$ cat src/rtl/poly_mod_addsub_stream.sv
// poly_mod_addsub_stream
//   Streaming modular add/subtract engine for ML-KEM coefficients (q = 3329).
//   One (a,b) pair per accepted beat, one registered result per beat, framed
//   as exactly N_COEFFS beats per start_i.
//
//   Handshake rule (both sides): a beat transfers on a rising edge where
//   valid && ready are both high. A producer holding valid high keeps its data
//   stable until that edge. in_ready_o depends on out_ready_i combinationally,
//   so the engine can take a new pair in the same cycle it hands one off and
//   sustain one beat per clock.
//
//   state_o exposes the FSM state (IDLE=0, RUN=1, DONE=2) for debug/checkers.
module poly_mod_addsub_stream #(
  parameter int N_COEFFS = 256,
  parameter int Q        = 3329,
  parameter int WIDTH    = 12
) (
  input  logic             clk,
  input  logic             rst_n,
  input  logic             start_i,
  input  logic             sub_i,
  input  logic             in_valid_i,
  output logic             in_ready_o,
  input  logic [WIDTH-1:0] a_i,
  input  logic [WIDTH-1:0] b_i,
  output logic             out_valid_o,
  input  logic             out_ready_i,
  output logic [WIDTH-1:0] out_data_o,
  output logic             out_last_o,
  output logic             busy_o,
  output logic             done_o,
  output logic             err_o,
  output logic [1:0]       state_o
);

  // Counters must be able to hold N_COEFFS itself (in_cnt saturates there).
  localparam int CW = $clog2(N_COEFFS + 1);
  localparam logic [CW-1:0]  N_FULL = CW'(N_COEFFS);
  localparam logic [CW-1:0]  N_LAST = CW'(N_COEFFS - 1);
  localparam logic [WIDTH:0] Q_EXT  = (WIDTH + 1)'(Q);

  typedef enum logic [1:0] {
    S_IDLE = 2'd0,
    S_RUN  = 2'd1,
    S_DONE = 2'd2
  } state_t;

  state_t           state;
  logic [CW-1:0]    in_cnt;
  logic [CW-1:0]    out_cnt;
  logic             sub_q;

  logic             accept;
  logic             out_hs;
  logic             op_bad;
  logic [WIDTH:0]   sum_w;
  logic [WIDTH:0]   diff_w;
  logic [WIDTH:0]   res_w;

  assign accept = in_valid_i && in_ready_o;
  assign out_hs = out_valid_o && out_ready_i;
  assign op_bad = ({1'b0, a_i} >= Q_EXT) || ({1'b0, b_i} >= Q_EXT);

  assign in_ready_o = (state == S_RUN) && (in_cnt < N_FULL) &&
                      (!out_valid_o || out_ready_i);
  assign out_last_o = out_valid_o && (out_cnt == N_LAST);
  assign busy_o     = (state == S_RUN);
  assign done_o     = (state == S_DONE);
  assign state_o    = state;

  // Single conditional correction: add folds [Q,2Q-2] down, sub folds
  // negative differences (MSB of the WIDTH+1 bit difference) up by Q.
  always_comb begin
    sum_w  = {1'b0, a_i} + {1'b0, b_i};
    diff_w = {1'b0, a_i} - {1'b0, b_i};
    res_w  = '0;
    if (sub_q) begin
      res_w = diff_w[WIDTH] ? (diff_w + Q_EXT) : diff_w;
    end else begin
      res_w = (sum_w >= Q_EXT) ? (sum_w - Q_EXT) : sum_w;
    end
  end

  // Frame FSM, beat counters, output register and sticky error flag.
  always_ff @(posedge clk or negedge rst_n) begin
    if (!rst_n) begin
      state       <= S_IDLE;
      in_cnt      <= '0;
      out_cnt     <= '0;
      sub_q       <= 1'b0;
      out_valid_o <= 1'b0;
      out_data_o  <= '0;
      err_o       <= 1'b0;
    end else begin
      case (state)
        S_IDLE: begin
          if (start_i) begin
            sub_q   <= sub_i;
            in_cnt  <= '0;
            out_cnt <= '0;
            err_o   <= 1'b0;
            state   <= S_RUN;
          end
        end
        S_RUN: begin
          if (accept) begin
            out_data_o  <= res_w[WIDTH-1:0];
            out_valid_o <= 1'b1;
            in_cnt      <= in_cnt + CW'(1);
            if (op_bad) begin
              err_o <= 1'b1;
            end
          end else if (out_hs) begin
            out_valid_o <= 1'b0;
          end
          if (out_hs) begin
            out_cnt <= out_cnt + CW'(1);
            if (out_cnt == N_LAST) begin
              state <= S_DONE;
            end
          end
        end
        S_DONE: begin
          state <= S_IDLE;
        end
        default: begin
          state <= S_IDLE;
        end
      endcase
    end
  end

endmodule

$ cat config.mk
export PLATFORM = sky130hd
export DESIGN_NAME = poly_mod_addsub_stream
export DESIGN_NICKNAME = d
export VERILOG_FILES = /design/src/rtl/poly_mod_addsub_stream.sv
export SDC_FILE = /design/constraint.sdc
export NUM_CORES = 1
export LEC_CHECK = 0
export CORE_ASPECT_RATIO = 0.9
export CORE_MARGIN = 1.5
export CORE_UTILIZATION = 50
export CTS_CLUSTER_DIAMETER = 50
export DETAILED_ROUTE_END_ITERATION = 8
export GPL_ROUTABILITY_DRIVEN = 0
export PLACE_DENSITY_LB_ADDON = 0.12
export REMOVE_ABC_BUFFERS = 1
export SYNTH_ARGS = -nofsm -noshare
export SYNTH_HDL_FRONTEND = slang
export SYNTH_SLANG_ARGS = --single-unit
$ cat constraint.sdc
create_clock -name clk -period 1.65 [get_ports clk]
set_input_delay 0.33 -clock clk [delete_from_list [all_inputs] [get_ports clk]]
set_output_delay 0.33 -clock clk [all_outputs]
set_load 0.02 [all_outputs]
==> flow_metrics.env <==
export IMPL_status="finished, violations left"
export IMPL_failed_checks="negative setup slack"
export IMPL_p_leak_nw=2.76
export IMPL_tns_ns=-16.58
export IMPL_cts_clk_slew_worst_paths_ns=0.08
export IMPL_dr_pass1_iters=5
export IMPL_drt_iter0_drc=703
export IMPL_finalWirelength_um=18000
export IMPL_skew_ns=0.00587
export IMPL_path_class="in2reg"
export IMPL_synthCells=409
export IMPL_overflow=0
export IMPL_diodes=0
export IMPL_ys_types=76
export IMPL_period_needed_ns=3.09
export IMPL_p_clk_share_pct=11.2
export IMPL_cap_violations=0
export IMPL_post_route_period_util_pct=187
export IMPL_finalSetupViolCount=20
export IMPL_drive_above_1_share_pct=49.5
export IMPL_layoutNonFillerInstCount=714
export IMPL_nFillCells=225
export IMPL_vias=4952
export IMPL_crit_path_start_kind="input pin"
export IMPL_post_route_util_pct=92.4
export IMPL_syn_area_mm2=0.00346
export IMPL_synth_edff_count=0
export IMPL_combPwrFrac_pct=65.3
export IMPL_arrival_ns=3.27
export IMPL_place_inst=677
export IMPL_postSynthAreaPerCell_um2=8.46
export IMPL_dieHeight_um=81.9
export IMPL_grt_pass1_wl_um=20900
export IMPL_clock_path_buffers=2
export IMPL_grt_pass1_vias=4219
export IMPL_root_buffer="clkbuf_8"
export IMPL_ios=50
export IMPL_cts_hold_buf=0
export IMPL_area_growth_pct=76.9
export IMPL_clock_fmax_mhz=324
export IMPL_cts_buffers=5
export IMPL_crit_required_ns=1.84
export IMPL_p_seq_share_pct=23.6
export IMPL_async_flop_share_pct=100
export IMPL_total_power_mw=5.68
export IMPL_synth_ff_type="dfrtp_1"
export IMPL_final_antenna_net_count=0
export IMPL_finalMaxSlewViolations=0
export IMPL_rsz0062_at_grt="true"
export IMPL_worst_slew_pin_slew_ns=0.636
export IMPL_hpwl_um=8570
export IMPL_insertion_delay_ns=0.29
export IMPL_relSlewSlack_pct=57.2
export IMPL_hold_class="in2async"
export IMPL_grt_max_degree=36
export IMPL_powerDensity_mw_per_mm2=928
export IMPL_timing_final_ws_setup_ns=-1.44
export IMPL_pre_cts_ws_ns=-1.94
export IMPL_die_area_mm2=0.00743
export IMPL_grtUsageTotal_pct=35.9
export IMPL_core_region_area_mm2=0.00662
export IMPL_io_buffers=49
export IMPL_num_nets_final=685
export IMPL_ctsHtreeMaxLevel=2
export IMPL_avgRoutedWirePerCell_um=25.3
export IMPL_die_x_um=90.7
export IMPL_end_kind="flip-flop"
export IMPL_ir_drop_v=0.00111
export IMPL_via_per_inst=6.94
export IMPL_antenna_found_initial=0
export IMPL_power_switching_share_pct=44.5
export IMPL_p_switching_mw=2.53
export IMPL_drc_errors=0
export IMPL_synth_seq_area_share_pct=25.3
export IMPL_start_util_pct=52.2
export IMPL_cts_tree="yes"
export IMPL_clock_sinks=35
export IMPL_timing_hold_violations_final=0
export IMPL_internal_power_mw=3.15
export IMPL_rows=28
export IMPL_crit_fanout=3
export IMPL_ys_ff_latch=35
export IMPL_yosysWarnings=0
==> layout by cell type (no fill, tap or decap), types with 4 or more instances in the layout <==
cell type,instances
buf_4,147
dfrtp_1,35
nor2_1,28
nand2_1,24
clkdlybuf4s50_1,23
buf_6,21
inv_1,17
a21oi_1,16
nand3_1,16
xor2_1,15
a21oi_2,15
ha_1,14
inv_2,13
xnor2_1,13
dlygate4sd2_1,13
ha_4,11
nand4_1,9
o21ai_0,9
a21o_1,8
xnor2_2,6
o21ai_1,6
nor2_4,5
nand2_2,5
and3_1,5
ha_2,5
clkbuf_8,5
o211ai_1,4
a211oi_1,4
nor3_1,4
nor4_1,4
==> cell type report <==
class / instances / area (um^2) / area share (%)
well taps: 90 / 113 / 1.84
multi-input cells: 332 / 3090 / 50.5
inverters: 31 / 119 / 1.94
flip-flops and latches: 35 / 876 / 14.3
clock buffers: 7 / 76.3 / 1.25
repair buffers: 218 / 1840 / 30.1
clock inverters: 1 / 5.00 / 0.0818
==> metrics by stage <==
| step | area [um^2] | hold WS (ns) |
|---|---|---|
| after floorplan | 3410 | 0.0344 |
| after global placement | 5080 | 0.486 |
| after detailed placement | 5080 | 0.496 |
| after CTS | 5710 | 0.440 |
| after global routing | 6120 | 0.445 |
| final | 6120 | 0.422 |
==> logic make-up after synthesis <==
group                      count (synthesis)  synth area share, %
AOI/OAI and AO/OA                        109                 23.4
xor gates and xnor gates                  38                 10.3
adders and majority gates                 32                 12.0
buffers and inverters                     42                 4.78
DFF                                       35                 25.3
muxes                                      4                 1.19
and+or+nand+nor                          149                 23.0
==> routing by layer <==
metal | global-route usage, % | part of all wire, % | vias up
li1 | - | - | 1913
met1 | 45.7 | 34 | 2290
met2 | 61.2 | 45 | 556
met3 | 7.31 | 13 | 193
met4 | 12.9 | 8.2 | 0
met5 | 0 | 0 | -
==> power by group through the flow <==
stage / Combinational, mW / Clock, mW / Sequential, mW
floorplan: 1.15 / 0 / 1.48
global placement: 2.61 / 0 / 1.29
detailed placement: 2.69 / 0 / 1.30
CTS: 3.01 / 0.615 / 1.30
global route: 3.78 / 0.652 / 1.35
finish: 3.70 / 0.634 / 1.34
==> final timing paths <==
path | slack [ns] | depth (start not counted) | to | startpoint
max | -1.44 | 14 | out_data_o[9] | a_i[0]
min | 0.42 | 2 | out_data_o[4] | rst_n
max reg2reg | -0.22 | 9 | out_data_o[2] | state_o[1]
min reg2reg | 0.52 | 2 | err_o | err_o
max in group asynchronous | 1.03 | 2 | out_cnt[6] | rst_n
min in group clk | 0.52 | 2 | err_o | err_o
==> synth_stat cells, types with 3 or more instances <==
cell	number	area (um^2)
dfrtp_1	35	876
nor2_1	35	131
ha_1	30	375
nand2_1	30	113
a21oi_1	29	145
inv_1	29	109
nand3_1	19	95.1
xnor2_1	19	166
xor2_1	16	140
o21ai_0	13	65.1
nand4_1	9	56.3
a21o_1	8	60.1
clkbuf_1	7	26.3
nor4_1	7	43.8
a211oi_1	6	45.0
and3_1	6	37.5
nand2b_1	5	31.3
nor2b_1	5	31.3
or3_1	5	31.3
and2_1	4	25.0
nor3_1	4	20.0
o211ai_1	4	30.0
o21ai_1	4	20.0
o22ai_1	4	25.0
a21oi_2	3	26.3
a31oi_1	3	18.8
buf_2	3	15.0
mux2i_1	3	30.0
nor3b_1	3	22.5
o2111ai_1	3	26.3
o211ai_2	3	37.5
==> critical path: stages <==
cell and delay [ns]:
buf_8 0.11, inv_2 0.07, ha_4 0.13, inv_2 0.04, fa_2 0.38, a21o_1 0.24
a21oi_2 0.19, or4b_4 0.54, a31oi_4 0.26, a41oi_2 0.20, nor2_1 0.25, xor2_1 0.24
a21oi_2 0.09, a22o_1 0.18
==> state kept, by name, summed over array words and instances, names as in the netlist <==
register and cells:
sub_q 1, state_o 2, out_cnt 9, out_valid_o 1
err_o 1, out_data_o 12, in_cnt 9
==> repair_timing <==
| item | in CTS | in global routing |
|---|---|---|
| hold endpoints to repair | 0 | 0 |
| pin swaps | 52 | 62 |
| resized for setup | 145 | 74 |
| endpoints found under the setup margin | 29 | 29 |
| setup buffers | 17 | 15 |
Power figures use the tool's default switching activity.
